--- src/rtl/blake2_msg_sched_if.sv ---
// rtl/blake2_msg_sched_if.sv - message-in / (x,y)-out handshake bundle for blake2_msg_sched
interface blake2_msg_sched_if #(
    parameter int W = 32
);
    logic         flush_i;
    logic         m_valid_i;
    logic         m_ready_o;
    logic [W-1:0] m_data_i;
    logic         xy_valid_o;
    logic         xy_ready_i;
    logic [W-1:0] x_o;
    logic [W-1:0] y_o;
    logic [3:0]   round_o;
    logic [2:0]   step_o;
    logic         last_o;

    modport master (
        output flush_i, m_valid_i, m_data_i, xy_ready_i,
        input  m_ready_o, xy_valid_o, x_o, y_o, round_o, step_o, last_o
    );

    modport slave (
        input  flush_i, m_valid_i, m_data_i, xy_ready_i,
        output m_ready_o, xy_valid_o, x_o, y_o, round_o, step_o, last_o
    );
endinterface

--- src/rtl/blake2_msg_sched.sv ---
// rtl/blake2_msg_sched.sv - BLAKE2 message schedule: stores a 16-word block, emits SIGMA-permuted (x,y) pairs per G call
module blake2_msg_sched #(
    parameter int W = 32,
    parameter int R = 10
) (
    input  logic                clk,
    input  logic                rst,
    blake2_msg_sched_if.slave   bus
);
    typedef enum logic {ST_LOAD, ST_EMIT} state_e;

    localparam logic [3:0] R_LAST = 4'(R - 1);

    state_e       state_q, state_d;
    logic [3:0]   k_q, k_d;
    logic [3:0]   r_q, r_d;
    logic [3:0]   s_q, s_d;
    logic [2:0]   j_q, j_d;
    logic         m_ready_q, m_ready_d;
    logic         xy_valid_q, xy_valid_d;
    logic [W-1:0] mem_q [16];

    logic         m_fire;
    logic         xy_fire;
    logic [63:0]  row;
    logic [3:0]   x_idx;
    logic [3:0]   y_idx;

    // Entry 0 of each row sits in the most significant nibble.
    function automatic logic [63:0] sigma_row(input logic [3:0] s);
        case (s)
            4'd1:    sigma_row = 64'hEA489FD61C02B753;
            4'd2:    sigma_row = 64'hB8C052FDAE367194;
            4'd3:    sigma_row = 64'h7931DCBE265A40F8;
            4'd4:    sigma_row = 64'h905724AFE1BC683D;
            4'd5:    sigma_row = 64'h2C6A0B834D75FE19;
            4'd6:    sigma_row = 64'hC51FED4A0763928B;
            4'd7:    sigma_row = 64'hDB7EC13950F4862A;
            4'd8:    sigma_row = 64'h6FE9B308C2D714A5;
            4'd9:    sigma_row = 64'hA2847615FB9E3CD0;
            default: sigma_row = 64'h0123456789ABCDEF;
        endcase
    endfunction

    assign m_fire  = bus.m_valid_i && m_ready_q && !bus.flush_i && !rst;
    assign xy_fire = xy_valid_q && bus.xy_ready_i;

    always_comb begin
        state_d = state_q;
        k_d     = k_q;
        r_d     = r_q;
        s_d     = s_q;
        j_d     = j_q;
        if (bus.flush_i) begin
            state_d = ST_LOAD;
            k_d     = 4'd0;
            r_d     = 4'd0;
            s_d     = 4'd0;
            j_d     = 3'd0;
        end else begin
            case (state_q)
                ST_LOAD: begin
                    if (m_fire) begin
                        k_d = k_q + 4'd1;
                        if (k_q == 4'd15) begin
                            state_d = ST_EMIT;
                            k_d     = 4'd0;
                            r_d     = 4'd0;
                            s_d     = 4'd0;
                            j_d     = 3'd0;
                        end
                    end
                end
                ST_EMIT: begin
                    if (xy_fire) begin
                        j_d = j_q + 3'd1;
                        if (j_q == 3'd7) begin
                            if (r_q == R_LAST) begin
                                state_d = ST_LOAD;
                                r_d     = 4'd0;
                                s_d     = 4'd0;
                            end else begin
                                r_d = r_q + 4'd1;
                                // s follows r mod 10 without a divider
                                s_d = (s_q == 4'd9) ? 4'd0 : s_q + 4'd1;
                            end
                        end
                    end
                end
                default: state_d = ST_LOAD;
            endcase
        end
        m_ready_d  = (state_d == ST_LOAD);
        xy_valid_d = (state_d == ST_EMIT);
    end

    always_ff @(posedge clk) begin
        if (rst) begin
            state_q    <= ST_LOAD;
            k_q        <= 4'd0;
            r_q        <= 4'd0;
            s_q        <= 4'd0;
            j_q        <= 3'd0;
            m_ready_q  <= 1'b0;
            xy_valid_q <= 1'b0;
        end else begin
            state_q    <= state_d;
            k_q        <= k_d;
            r_q        <= r_d;
            s_q        <= s_d;
            j_q        <= j_d;
            m_ready_q  <= m_ready_d;
            xy_valid_q <= xy_valid_d;
        end
    end

    always_ff @(posedge clk) begin
        if (m_fire) begin
            mem_q[k_q] <= bus.m_data_i;
        end
    end

    // Columns 2j and 2j+1 live at nibble offsets 15-2j and 14-2j from the bottom.
    assign row   = sigma_row(s_q);
    assign x_idx = row[{~j_q, 1'b1, 2'b00} +: 4];
    assign y_idx = row[{~j_q, 1'b0, 2'b00} +: 4];

    assign bus.m_ready_o  = m_ready_q;
    assign bus.xy_valid_o = xy_valid_q;
    assign bus.x_o        = mem_q[x_idx];
    assign bus.y_o        = mem_q[y_idx];
    assign bus.round_o    = r_q;
    assign bus.step_o     = j_q;
    assign bus.last_o     = xy_valid_q && (r_q == R_LAST) && (j_q == 3'd7);
endmodule

--- src/flat_wrapper.sv ---
// flat-port wrapper written by rule: the top's interface ports become plain ports
module blake2_msg_sched_flat 
#(
    parameter int W = 32,
    parameter int R = 10
)
  (clk, rst, bus_flush_i, bus_m_valid_i, bus_m_data_i, bus_xy_ready_i, bus_m_ready_o, bus_xy_valid_o, bus_x_o, bus_y_o, bus_round_o, bus_step_o, bus_last_o);
  blake2_msg_sched_if #(.W(W)) bus_i ();
  input  logic clk;
  input  logic rst;
  input wire logic [$bits(bus_i.flush_i)-1:0] bus_flush_i;
  input wire logic [$bits(bus_i.m_valid_i)-1:0] bus_m_valid_i;
  input wire logic [$bits(bus_i.m_data_i)-1:0] bus_m_data_i;
  input wire logic [$bits(bus_i.xy_ready_i)-1:0] bus_xy_ready_i;
  output wire logic [$bits(bus_i.m_ready_o)-1:0] bus_m_ready_o;
  output wire logic [$bits(bus_i.xy_valid_o)-1:0] bus_xy_valid_o;
  output wire logic [$bits(bus_i.x_o)-1:0] bus_x_o;
  output wire logic [$bits(bus_i.y_o)-1:0] bus_y_o;
  output wire logic [$bits(bus_i.round_o)-1:0] bus_round_o;
  output wire logic [$bits(bus_i.step_o)-1:0] bus_step_o;
  output wire logic [$bits(bus_i.last_o)-1:0] bus_last_o;
  assign bus_i.flush_i = bus_flush_i;
  assign bus_i.m_valid_i = bus_m_valid_i;
  assign bus_i.m_data_i = bus_m_data_i;
  assign bus_i.xy_ready_i = bus_xy_ready_i;
  assign bus_m_ready_o = bus_i.m_ready_o;
  assign bus_xy_valid_o = bus_i.xy_valid_o;
  assign bus_x_o = bus_i.x_o;
  assign bus_y_o = bus_i.y_o;
  assign bus_round_o = bus_i.round_o;
  assign bus_step_o = bus_i.step_o;
  assign bus_last_o = bus_i.last_o;
  blake2_msg_sched #(.W(W), .R(R)) u_core (.clk(clk), .rst(rst), .bus(bus_i));
endmodule
--- config.mk ---
export PLATFORM = sky130hd
export DESIGN_NAME = blake2_msg_sched_flat
export DESIGN_NICKNAME = d
export VERILOG_FILES = /design/src/rtl/blake2_msg_sched_if.sv /design/src/rtl/blake2_msg_sched.sv /design/src/flat_wrapper.sv
export SDC_FILE = /design/constraint.sdc
export NUM_CORES = 1
export LEC_CHECK = 0
export CAP_MARGIN = 20
export CORE_MARGIN = 5
export CORE_UTILIZATION = 30
export CTS_CLUSTER_DIAMETER = 40
export DETAILED_ROUTE_END_ITERATION = 8
export DONT_BUFFER_PORTS = 1
export PLACE_DENSITY = 0.5
export SLEW_MARGIN = 15
export SYNTH_ARGS = -nofsm -noshare
export SYNTH_HDL_FRONTEND = slang
export SYNTH_SLANG_ARGS = --single-unit
--- constraint.sdc ---
create_clock -name clk -period 9.6 [get_ports clk]
set_clock_uncertainty 0.2 [all_clocks]
set_input_delay 1.44 -clock clk [delete_from_list [all_inputs] [get_ports clk]]
set_output_delay 1.44 -clock clk [all_outputs]
set_load 0.05 [all_outputs]
## Word-level counts from Yosys, hierarchy flattened

Memory sizes are Yosys's and may differ from the RTL's. A register that Yosys moved wholly into a read port is not among the register bits.
Cells that the tools add are included.

| storage, ports and cells | value |
|---|---|
| register bits | 17 |
| memory bits (writable) | 512 |
| memories | 2 |
| input port bits | 37 |
| memory bits (read-only) | 1,024 |
| word-level logic and storage cells | 64 |
| output and inout port bits | 74 |

| operators by class | value |
|---|---|
| bitwise gates (word level) | 3 |
| shift-type cells | 2 |
| mux-type cells | 27 |
| add/subtract/negate cells | 4 |
| eq/ne operators | 8 |
| reduce and logical (&&, ||, !) cells | 12 |

Memories:

| memory | depth | bits a word | read ports | clocked after Yosys merged registers in | wr ports | RTL line | source |
|---|---|---|---|---|---|---|---|
| (name not given) | 16 | 64 | 1 | 1 | 0 | blake2_msg_sched.sv:31 | `case (s)` |
| u_core.mem_q | 16 | 32 | 2 | 0 | 1 | blake2_msg_sched.sv:21 | `logic [W-1:0] mem_q [16];` |

Operators with widths:

| cell | number |
|---|---|
| indexed part select 64 x 7 -> 4 bit | 2 |
| 2-to-1 mux 4 bit | 12 |
| one-hot mux 4 bit (2 select lines) | 2 |
| adder 4 x 1 -> 4 bit (second input constant) | 3 |
| equality test 4 bit (second input constant) | 3 |
| 2-to-1 mux 3 bit | 3 |
| 2-to-1 mux 1 bit | 8 |
| logical AND 1 bit | 6 |
| one-hot mux 3 bit (2 select lines) | 1 |
| != test 2 x 1 -> 1 bit (second input constant) | 2 |
| != test 2 bit (second input constant) | 2 |
| AND reduction 4 bit | 1 |
| adder 3 x 1 -> 3 bit (second input constant) | 1 |
| equality test 3 bit (second input constant) | 1 |
| NOT 3 bit | 1 |
| AND reduction 3 bit | 1 |
| zero test 1 bit | 2 |
| NOT 1 bit | 2 |
| one-hot mux 1 bit (2 select lines) | 1 |
| AND reduction 2 bit | 1 |
| OR reduction 2 bit | 1 |

## Longest topological paths before layout

| depth | value |
|---|---|
| depth after elaboration | 8 |
| gate-level depth with buffers | 13 |
| mapped depth without buffers | 12 |

## Worst setup path after synthesis

No wires, ideal clock.

| timing path | value |
|---|---|
| path kind | in2reg |
| from | in bus_flush_i |
| to | mem u_core.mem_q[3][0], enable pin |
| cell stages on the path | 3 |
| path buffers | 0 |
| data arrival time | 4.124 ns |
| path slack | 4.815 ns |
| library setup time | 0.461 ns |
| required time | 8.939 ns |
| cell sequence | and4bb_2 -> nand2_1 -> nor3_1 |

| on the way | value |
|---|---|
| word-level cells in the longest chain between the ends | 5 |

RTL lines:

| item | RTL line | source |
|---|---|---|
| from (decl) | flat_wrapper.sv:11 | `input wire logic [$bits(bus_i.flush_i)-1:0] bus_flush_i;` |
| zero test 1 bit | blake2_msg_sched.sv:45 | `assign m_fire = bus.m_valid_i && m_ready_q && !bus.flush_i && !rst;` |
| logical AND 1 bit (2 in a row) | blake2_msg_sched.sv:45 |  |
| 2-to-1 mux 1 bit | blake2_msg_sched.sv:118 | `if (m_fire) begin` |
| 2-to-1 mux 1 bit (not written as such) | blake2_msg_sched.sv:119 | `mem_q[k_q] <= bus.m_data_i;` |
| to (decl) | blake2_msg_sched.sv:21 |  |

Every way passes these cells.

## Final worst setup path

| timing path | value |
|---|---|
| from | reg u_core.j_q[0], in the netlist u_core.bus.step_o[0] |
| to | out bus_y_o[4] |

| on the way | value |
|---|---|
| word-level cells in the longest chain between the ends | 3 |

RTL lines:

| item | RTL line | source |
|---|---|---|
| from (decl) | blake2_msg_sched.sv:18 | `logic [2:0] j_q, j_d;` |
| from (signal assigned) | blake2_msg_sched.sv:111 | `j_q <= j_d;` |
| NOT 3 bit | blake2_msg_sched.sv:126 | `assign y_idx = row[{~j_q, 1'b0, 2'b00} +: 4];` |
| indexed part select 64 x 7 -> 4 bit | blake2_msg_sched.sv:126 |  |
| memory (16 x 32 bit) | -- |  |
| to (decl) | flat_wrapper.sv:18 | `output wire logic [$bits(bus_i.y_o)-1:0] bus_y_o;` |

Every way passes these cells.

==> impl_metrics.csv <==
group,metric,value,unit
run_status,outcome,"finished, final reports clean",
placed_design,placed_area,28000,sq um
timing,rsz0062_at_grt,"false",
global_route,antenna_found_initial,0,
floorplanning,num_io_pins,111,
critical_path,crit_fanout,57,
finish,drive_above_1_share,32.1,%
timing,slew_headroom,27.4,%
detailed_routing,drc,0,
critical_path,cp-end-kind,"output port",
yosys,async_reset_ff_share,0,%
global_route,grt_first_pass_wirelength,111000,microns
timing,setup_slack,3.30,ns
yosys,syn-num-nets,1526,
yosys,synth_top_family_by_area,"multiplexers",
cts,root_buffer,"clkbuf_16",
floorplanning,die-width,307,microns
power_and_ir_drop,switchingPower,1.36,mW
timing,finalSetupTns,0,ns
timing,finalSetupViolations,0,
detailed_routing,drt_iter0_markers,1190,
yosys,synth-simple-area-share,3.57,%
critical_path,regToRegSetupSlack,4.91,ns
global_route,grt_usage,16.0,%
detailed_routing,firstDrtPassIters,5,
cts,clk_pin_slew,0.05,ns
yosys,synth_ff_type,"edfxtp_1",
yosys,post-synth-top-count-cell,"edfxtp_1",
yosys,synth_top_area_share,58.0,%
detailed_routing,wirelength,76400,microns
floorplanning,core_area,88100,sq um
detailed_routing,postRouteAntennaNets,0,
yosys,synth.distinct_cells,46,
yosys,synthAdderAreaFrac,0.896,%
floorplanning,rows,109,
yosys,synth_xor_area_share,0.0991,%
finish,fin_area,31200,sq um
timing,post-route-period-util,65.6,%
timing,layout_min_cycle_time,6.30,ns
critical_path,rr_endpoint,"u_core.row[4]",
power_and_ir_drop,pwr_density_cell,199,nW/um^2
critical_path,cp.arrival,4.66,ns
power_and_ir_drop,p_comb_share,0.4,%
cts,clockBufferDepth,3,
worst_hold_path,hp-class,"reg2reg",
global_route,grt_pass1_vias,16363,
critical_path,endpoint,"bus_y_o[4]",
critical_path,required,7.96,ns
cts,cts_resized,0,
finish,synthToLayoutAreaGrowth,17.7,%
yosys,synth-compound-area-share,5.94,%
power_and_ir_drop,p_sw_share,21.9,%
cts,postCtsSetupBuffers,0,
yosys,ys_ff_latch,592,
cts,cts.sinks,592,
cts,insertion_delay,0.63,ns
yosys,synth.area.top_cells,"edfxtp_1 (58%), mux4_2 (23%), dfxtp_1 (6.0%), a22oi_1 (3.6%), nand2_1 (1.3%)",
yosys,synth_mux_area_share,23.4,%
power_and_ir_drop,p_seq_share,45.0,%
job,maxCapViolCount,0,
floorplanning,initial_core_util,30.1,%
yosys,ys_top_cells_by_count,"edfxtp_1 (512), mux4_2 (268), a22oi_1 (128), nand2_1 (94), dfxtp_1 (80)",
yosys,synth_top_cell_by_area,"edfxtp_1",
critical_path,start_kind,"register",
finish,antennaDiodeCount,0,
critical_path,rr_worst_depth,13,
yosys,yosysSeqAreaShare,64.0,%
placed_design,gp_congestion,0.840,
global_route,grt-ovfl-total,0,
cts,hold_buffers,0,
yosys,synth_edf_count,512,
detailed_routing,wl_per_cell,27.8,microns
yosys,syn_area_per_cell,18.0,sq um
power_and_ir_drop,total_power,6.22,mW
floorplanning,die_y,307,microns
worst_hold_path,min-delay-start,"u_core.k_q[1]",
yosys,synth_cells,1470,
timing,max_slew.worst_pin.slew,1.09,ns
floorplanning,dieArea,94400,sq um
finish,fin_cells,2745,
power_and_ir_drop,leakagePower,10.1,nW
power_and_ir_drop,clkPwrFrac,54.6,%
critical_path,reg2reg_from,"u_core.bus.step_o[0]",
yosys,yosys_warnings,0,
cts,cts_tree,"built",
yosys,netlist_area,26500,sq um
timing,maxSlewViolCount,0,
placed_design,dpl.hpwl,39500,microns
critical_path,setup.worst_path.start,"u_core.bus.step_o[0]",
timing,final_hold_viol_count,0,
cts,cts.htree.levels,3,
placed_design,pre_cts_slack,3.90,ns
placed_design,io_buffers,0,
power_and_ir_drop,vdd_ir_drop_max,0.121,mV
cts,cts_buffers,96,
detailed_routing,num_vias,15044,
finish,nets,1553,
global_route,grt_max_degree,110,
timing,timing.fmax,159,MHz
placed_design,dp.cells,2564,
finish,fillers,8284,
critical_path,worstSetupPathType,"reg2out",
detailed_routing,vias_per_cell,5.48,
power_and_ir_drop,p_int,4.86,mW
## metrics by stage
| step | utilization, % | hold slack [ns] |
|---|---|---|
| 6_report | 35.4 | 0.381 |
| 3_5_place_dp | 31.8 | 0.375 |
| 4_1_cts | 35.4 | 0.388 |
| 5_1_grt | 35.4 | 0.428 |
| 2_1_floorplan | - | 0.321 |
| 3_3_place_gp | 31.8 | 0.355 |
## power groups by stage
stage / Sequential (mW) / Clock (mW) / Combinational, mW
final: 2.80 / 3.40 / 0.0225
after global routing: 2.80 / 3.59 / 0.0236
after CTS: 2.80 / 3.47 / 0.0229
after detailed placement: 2.85 / 0 / 0.0228
after global placement: 2.85 / 0 / 0.0228
after floorplan: 2.85 / 0 / 0.0171
## critical path, stage by stage, from the launching register on
cell     delay, ns
dfxtp_2       0.31
buf_4         0.49
mux2i_1       0.30
mux4_4        0.99
buf_4         0.69
mux4_2        0.41
a22oi_1       0.21
nand2_1       0.50
## sequential cells by signal, summed over array words and instances, names as in the netlist
signal and flops:
u_core.s_q 4, u_core.row 63, u_core.k_q 4, u_core.bus.step_o 3, u_core.bus.xy_valid_o 1, u_core.bus.m_ready_o 1, u_core.bus.round_o 4, u_core.mem_q 512
## routing by layer
metal  wire (microns)  GRT usage (%)
met5                0              0
met4             2680           6.32
met3             5160           3.65
met2            38900           27.9
met1            29600           19.4
## cells by family after synthesis
| group | Yosys count |
|---|---|
| DFF | 592 |
| muxes | 285 |
| AOI/OAI and AO/OA | 239 |
| and+or+nand+nor | 210 |
| buffers and inverters | 122 |
| adders and majority gates | 19 |
| xor gates and xnor gates | 3 |
## final cells by class
cell class / count / area [sq um] / area share (%)
clock buffers: 100 / 2420 / 7.74
clock inverters: 81 / 797 / 2.55
inverters: 14 / 52.6 / 0.168
multi-input cells: 756 / 9210 / 29.5
flip-flops and latches: 592 / 17000 / 54.4
well taps: 1165 / 1460 / 4.67
repair buffers: 37 / 300 / 0.962
## placed cells by master (no fill, tap or decap), types with 6 or more instances in the layout
cell | synthesis | layout
a21oi_1 | 43 | 43
inv_1 | 13 | 13
o21ai_0 | 37 | 36
nand3_1 | 21 | 21
ha_1 | 19 | 19
clkinv_1 | 1 | 6
a31oi_1 | 6 | 6
clkinvlp_4 | 0 | 11
nor2_4 | 0 | 12
nor2_1 | 45 | 33
buf_4 | 3 | 34
mux4_2 | 268 | 264
inv_6 | 0 | 27
a22oi_1 | 128 | 128
clkinv_4 | 0 | 12
clkbuf_16 | 0 | 96
clkinv_2 | 0 | 11
edfxtp_1 | 512 | 512
dfxtp_1 | 80 | 78
nor3_1 | 16 | 12
mux2i_1 | 17 | 17
nand2_1 | 94 | 94
nand3b_1 | 6 | 6
bufinv_16 | 0 | 6
## worst min-delay path by stage
stage / endpoint / slack, ns / cells past startpoint
floorplan: u_core.k_q[1] / 0.32 / 2
global placement: u_core.k_q[1] / 0.36 / 2
global route: u_core.k_q[1] / 0.43 / 2
finish: u_core.k_q[1] / 0.38 / 2
CTS: u_core.k_q[1] / 0.39 / 2
detailed placement: u_core.k_q[1] / 0.37 / 2
(Power assumes the default switching activity.)
==> RTL edit 1 (same settings) <==
`W` is set to 32 in 3 places; all go to 64.
--- a/src/rtl/blake2_msg_sched_if.sv
+++ b/src/rtl/blake2_msg_sched_if.sv
@@ -1,6 +1,6 @@
 // rtl/blake2_msg_sched_if.sv - message-in / (x,y)-out handshake bundle for blake2_msg_sched
 interface blake2_msg_sched_if #(
-    parameter int W = 32
+    parameter int W = 64
 );
     logic         flush_i;
     logic         m_valid_i;
--- a/src/rtl/blake2_msg_sched.sv
+++ b/src/rtl/blake2_msg_sched.sv
@@ -1,6 +1,6 @@
 // rtl/blake2_msg_sched.sv - BLAKE2 message schedule: stores a 16-word block, emits SIGMA-permuted (x,y) pairs per G call
 module blake2_msg_sched #(
-    parameter int W = 32,
+    parameter int W = 64,
     parameter int R = 10
 ) (
     input  logic                clk,
--- a/src/flat_wrapper.sv
+++ b/src/flat_wrapper.sv
@@ -1,7 +1,7 @@
 // flat-port wrapper written by rule: the top's interface ports become plain ports
 module blake2_msg_sched_flat 
 #(
-    parameter int W = 32,
+    parameter int W = 64,
     parameter int R = 10
 )
   (clk, rst, bus_flush_i, bus_m_valid_i, bus_m_data_i, bus_xy_ready_i, bus_m_ready_o, bus_xy_valid_o, bus_x_o, bus_y_o, bus_round_o, bus_step_o, bus_last_o);
Ports: changed (resized bus_m_data_i, bus_x_o and bus_y_o); port bits go from 111 to 207. The function was not compared with the original's and may differ.
==> RTL edit 1 against the unedited design <==
Worst setup slack got worse by 510 ps. Sequential power is 88% higher. Sequential cell count up 512. Largest power group unchanged. Total power up 87%. Synthesized area increased by 86%. Count of clock-buffer cells in the layout is 104 higher. Design area rose by 85%. Wire length up 97%.
==> RTL edit 1: results (changes against the unedited design) <==
| Metric | Value |
|---|---|
| VDD IR max | `154 uV (+27%)` |
| Post-synth top cells | `edfxtp_1 (1024), mux4_2 (524), a22oi_1 (256), nand2_1 (158), clkbuf_1 (113)` |
| Number of global-route vias before repair | `29500 (+80%)` |
| FF-to-FF setup slack | `4470 ps (-440 ps)` |
| WHS Path Cells | `2 (unchanged)` |
| Nets | `2658 (+71%)` |
| Reg2Reg Depth | `11 (-2)` |
| Global-route wire length before repair | `213 mm (+91%)` |
| First-pass iteration count of the detailed router | `5 (unchanged)` |
| Post-Synthesis Cells | `2512 (+71%)` |
| Post-synth EDFFs | `1024 (+100%)` |
| Fraction of layout cells with a size suffix above 1 | `0.336 (+0.0147)` |
| Slew HR | `0.312 (+0.0381)` |
| Post-synthesis mux area share | `0.243 (+0.00881)` |
| Total CTS buffers | `177 (+84%)` |
| Reg2Reg Launch Point | `u_core.bus.step_o[1]` |
| Placed cell area | `51900 sq um (+85%)` |
| Slowest stage delay, CP | `860 ps (-130 ps)` |
| Syn nets | `2600 (+70%)` |
| Xor/xnor share of the synthesized area | `0.000533 (-0.000458)` |
| Placed cells | `4564 (+78%)` |
| WL final | `151 mm (+97%)` |
| Setup violations, final | `0 (unchanged)` |
| Crit path DAT | `5170 ps (+510 ps)` |
| Synth cell types | `48 (+4.3%)` |
| Post-CTS sizing | `0 (unchanged)` |
| Dpl hpwl | `78.9 mm (+100%)` |
| DR iter-0 viols | `2601 (+120%)` |
| Yosys warnings | `0 (unchanged)` |
| Vias per cell | `5.55 (+1.3%)` |
| H-tree levels | `4 (+1)` |
| Clk_lat worst skew | `780 ps (+150 ps)` |
| Adder-cell share of the synthesized area | `0.00482 (-0.00414)` |
| Routed WL per cell | `30.8 microns (+11%)` |
| Synth top area cells | `edfxtp_1 (62%), mux4_2 (24%), a22oi_1 (3.9%), dfxtp_1 (3.2%), nand2_1 (1.2%)` |
| Status | `completed` |
| Max reg flops | `1024 (+100%)` |
| Reg-to-reg endpoint | `u_core.row[29]` |
| Clk pin slew, worst setup/hold paths | `50 ps (about the same)` |
| Placer Congestion | `0.812 (-3.3%)` |
| GRT Overall Usage | `0.171 (+0.0107)` |
| Largest net degree at the start of global routing | `127 (+15%)` |
| Biggest register | `u_core.mem_q` |
| Worst min-delay path class | `flop to flop` |
| Fillers | `14900 (+79%)` |
| Sequential fraction of the synthesis area | `0.656 (+0.0161)` |
| Area of the multi-input gates | `16200 sq um (+76%)` |
| Lkg Pwr | `18.6 nW (+84%)` |
| Crit Path Max Fanout | `111 (+95%)` |
| Compound-Gate Fraction of Synth Area | `0.0518 (-0.00760)` |
| Port buffer count | `0 (unchanged)` |
## RTL edit 1: cell count changes after synthesis, sizes merged
| cell | unedited run | this run |
|---|---|---|
| edfxtp | 512 | 1024 |
| mux4 | 268 | 524 |
| nand2 | 94 | 158 |
| buf | 62 | 77 |
| clkbuf | 46 | 113 |
| a22oi | 128 | 256 |
## RTL edit 1: layout make-up
| cell class | count | area share |
|---|---|---|
| tap | 2175 | 0.0470 |
| clock buffer | 204 | 0.0806 |
| sequential | 1104 | 0.559 |
| clock inverter | 123 | 0.0221 |
| multi-input combinational | 1204 | 0.280 |
| timing repair buffer | 69 | 0.0110 |
| inverter | 14 | 0.000908 |
| antenna | 1 | 0.0000432 |
## RTL edit 1: logic make-up after synthesis
logic type,Yosys count
simple gates,274
flops,1104
compound gates,367
xor+xnor,3
mux,541
buf+inv,204
fa+ha+maj,19
## RTL edit 1: worst max path at each step
stage | end | start | slack (ps)
2_1_floorplan | u_core.mem_q[3][0] | bus_flush_i | 2570
3_3_place_gp | bus_x_o[63] | u_core.bus.step_o[0] | 3350
3_5_place_dp | bus_x_o[63] | u_core.bus.step_o[0] | 3410
4_1_cts | bus_x_o[63] | u_core.bus.step_o[0] | 2520
5_1_grt | bus_x_o[30] | u_core.bus.step_o[0] | 2340
6_report | bus_x_o[23] | u_core.bus.step_o[0] | 2790
## RTL edit 1: worst reg2reg max path: cells and delay by family (launching register included)
family | cells | cell delay [ps]
AOI/OAI and AO/OA | 3 | 950
adders and majority gates | 2 | 420
buffers and inverters | 3 | 1290
DFF | 1 | 830
and+or+nand+nor | 3 | 1320
## RTL edit 1: per-layer routing
metal	GRT usage	up-vias	part of all wire
met5	0	-	0
met4	0.0466	0	0.022
met3	0.0389	209	0.069
met2	0.302	1053	0.52
met1	0.210	14900	0.39
li1	-	11000	-
## RTL edit 1: stage by stage
step,worst slack (ps),total power [mW],hold slack [ps]
floorplan,2570,5.39,321
global placement,3350,5.40,336
detailed placement,3410,5.41,369
CTS,2520,11.8,381
global route,2340,12.0,412
finish,2790,11.6,383
## RTL edit 1: report_power, final
part           switching, mW  total [mW]  leakage, nW  internal (mW)
registers            0.00318        5.27         9.85           5.26
logic                 0.0337      0.0419         5.84        0.00820
clock network           2.34        6.32         2.90           3.98
total                   2.38        11.6         18.6           9.25
==> RTL edit 2 (config.mk and constraints unchanged) <==
Made on the original files. `k_q`, `r_q` and `s_q` no longer have a reset.
--- a/src/rtl/blake2_msg_sched.sv
+++ b/src/rtl/blake2_msg_sched.sv
@@ -97,21 +97,21 @@
     always_ff @(posedge clk) begin
         if (rst) begin
             state_q    <= ST_LOAD;
-            k_q        <= 4'd0;
-            r_q        <= 4'd0;
-            s_q        <= 4'd0;
             j_q        <= 3'd0;
             m_ready_q  <= 1'b0;
             xy_valid_q <= 1'b0;
         end else begin
             state_q    <= state_d;
-            k_q        <= k_d;
-            r_q        <= r_d;
-            s_q        <= s_d;
             j_q        <= j_d;
             m_ready_q  <= m_ready_d;
             xy_valid_q <= xy_valid_d;
         end
+    end
+
+    always_ff @(posedge clk) begin
+        k_q <= k_d;
+        r_q <= r_d;
+        s_q <= s_d;
     end
 
     always_ff @(posedge clk) begin
Function: no difference found for any inputs over 4 cycles, from zero or initial values and one cycle with rst high; that may be too few to reach the edited logic, so the function may still have changed.
==> RTL edit 2 against the unedited design <==
Hold slack got worse by 37 ps. Sequential cell count did not move. Worst setup slack improved by 50 ps. Design area rose by 0.41%. Wire length rose by 0.87%. Non-clock buffer count rose by 3. Clock power barely moved. Synthesized area rose by 0.58%. Sequential share of layout area fell by 0.22 points. Total power barely moved. Count of clock-buffer cells in the layout rose by 2. Via count fell by 1.6%. Largest cell class unchanged. Largest power group unchanged. Highest routed layer unchanged.
==> RTL edit 2: results (changes against the unedited design) <==
| Metric | Value |
|---|---|
| Fillers | `8274 (-0.12%)` |
| Syn nets | `1514 (-0.79%)` |
| Lkg Pwr | `9.90 nW (-1.9%)` |
| Global-route wire length before repair | `112 mm (+0.43%)` |
| Crit path DAT | `4610 ps (-50 ps)` |
| Number of global-route vias before repair | `16100 (-1.6%)` |
| Vias after detailed routing | `14800 (-1.6%)` |
| Synth cell types | `53 (+15%)` |
| WL final | `77.0 mm (+0.87%)` |
| FF-to-FF setup slack | `4990 ps (+80 ps)` |
| Clock buffer depth | `3 (unchanged)` |
| N_diodes | `0 (unchanged)` |
| Crit path kind | `flop to output port` |
| Initial antenna violation count | `0 (unchanged)` |
| Worst min-delay path class | `flop to flop` |
| Pint | `4.90 mW (+0.94%)` |
| Reg-to-reg endpoint | `u_core.row[32]` |
| H-tree levels | `3 (unchanged)` |
| CP endpoint | `bus_y_o[4]` |
| Synth top area cells | `edfxtp_1 (58%), mux4_2 (23%), dfxtp_1 (6.0%), a22oi_1 (3.6%), nand2_1 (1.2%)` |
| Biggest register | `u_core.mem_q` |
| Met2 WL | `39.5 mm (+1.4%)` |
| Clk root buf | `clkbuf_16` |
| Port buffer count | `0 (unchanged)` |
| VDD IR max | `149 uV (+23%)` |
| Max reg flops | `512 (unchanged)` |
| Post-synth EDFFs | `512 (unchanged)` |
| Sequential fraction of the synthesis area | `0.636 (-0.00366)` |
| Largest net degree at the start of global routing | `93 (-15%)` |
| Top Metal Used | `met4` |
| First-pass iteration count of the detailed router | `5 (unchanged)` |
| Ys async rst share | `0 (unchanged)` |
| Worst-Margin Slew | `1000 ps (-83.7 ps)` |
| Reg2Reg Depth | `12 (-1)` |
| WHS Path Cells | `2 (unchanged)` |
| Crit Path Max Fanout | `92 (+61%)` |
| M1 WL | `30.7 mm (+3.7%)` |
| Met2 GRT Util | `0.278 (-0.000515)` |
| Fraction of layout cells with a size suffix above 1 | `0.328 (+0.00669)` |
| Met3 GRT Util | `0.0399 (+0.00338)` |
| DR WL met3 | `5.01 mm (-3.0%)` |
| DR iter-0 viols | `1179 (-0.92%)` |
| Post-CTS sizing | `0 (unchanged)` |
| Reg2Reg Launch Point | `u_core.bus.step_o[0]` |
| Placer Congestion | `0.753 (-10%)` |
| Post-CTS setup buffer count | `0 (unchanged)` |
| Worst hold path endpoint | `u_core.k_q[1]` |
| Yosys warnings | `0 (unchanged)` |
| Post-synth top cells | `edfxtp_1 (512), mux4_2 (268), a22oi_1 (128), nand2_1 (85), dfxtp_1 (80)` |
| Worst hold start | `u_core.k_q[1]` |
| Dpl hpwl | `40.0 mm (+1.4%)` |
| Total CTS buffers | `92 (-4.2%)` |
| GRT Overall Usage | `0.161 (+0.000379)` |
| Status | `completed` |
| Met1 usage | `0.199 (+0.00534)` |
| Clk pin slew, worst setup/hold paths | `50 ps (about the same)` |
| Clk_lat worst skew | `630 ps (about the same)` |
## RTL edit 2: cell count changes in the layout (fill, tap and decap cells not counted), sizes merged, moves of 4 or more
cell      unedited run  this run
inv                 48        38
mux2i               17        22
nor2                45        34
clkinvlp            11         7
clkinv              30        35
o21ai               43        34
mux2                 0        20
nand2               94        85
nand3               21        13
## RTL edit 2: critical path, stage by stage (launching register included)
cell and delay, ps:
dfxtp_2 310, buf_4 440, mux2_1 380, mux4_4 1030
buf_12 420, mux4_2 570, a22oi_1 230, nand2_1 470
## RTL edit 2: cells by family after synthesis
kind of cell / share of synthesized area
AOI/OAI and AO/OA: 0.0575
xor gates and xnor gates: 0.00131
adders and majority gates: 0.00891
buffers and inverters: 0.0217
DFF: 0.636
muxes: 0.243
and+or+nand+nor: 0.0312
## RTL edit 2: power by group through the flow
stage               combinational [mW]  clock (mW)  sequential [mW]
finish                          0.0240        3.40             2.80
global route                    0.0253        3.58             2.80
CTS                             0.0245        3.46             2.80
detailed placement              0.0245           0             2.85
global placement                0.0245           0             2.85
floorplan                       0.0194           0             2.85
## RTL edit 2: metrics by stage
stage	instances	hold slack, ps	setup WS, ps	cell area, sq um
2_1_floorplan	1458	300	4500	26700
3_3_place_gp	2555	327	3910	28100
3_5_place_dp	2555	326	3920	28100
4_1_cts	2728	335	3220	31300
5_1_grt	2728	371	3030	31300
6_report	2728	344	3350	31300
## RTL edit 2: final cells by class
| cell class | instances | area [sq um] | share of cell area |
|---|---|---|---|
| flip-flops and latches | 592 | 17000 | 0.542 |
| inverters | 18 | 67.6 | 0.00216 |
| clock inverters | 71 | 782 | 0.0249 |
| well taps | 1165 | 1460 | 0.0465 |
| repair buffers | 40 | 325 | 0.0104 |
| clock buffers | 102 | 2410 | 0.0770 |
| multi-input cells | 740 | 9320 | 0.297 |
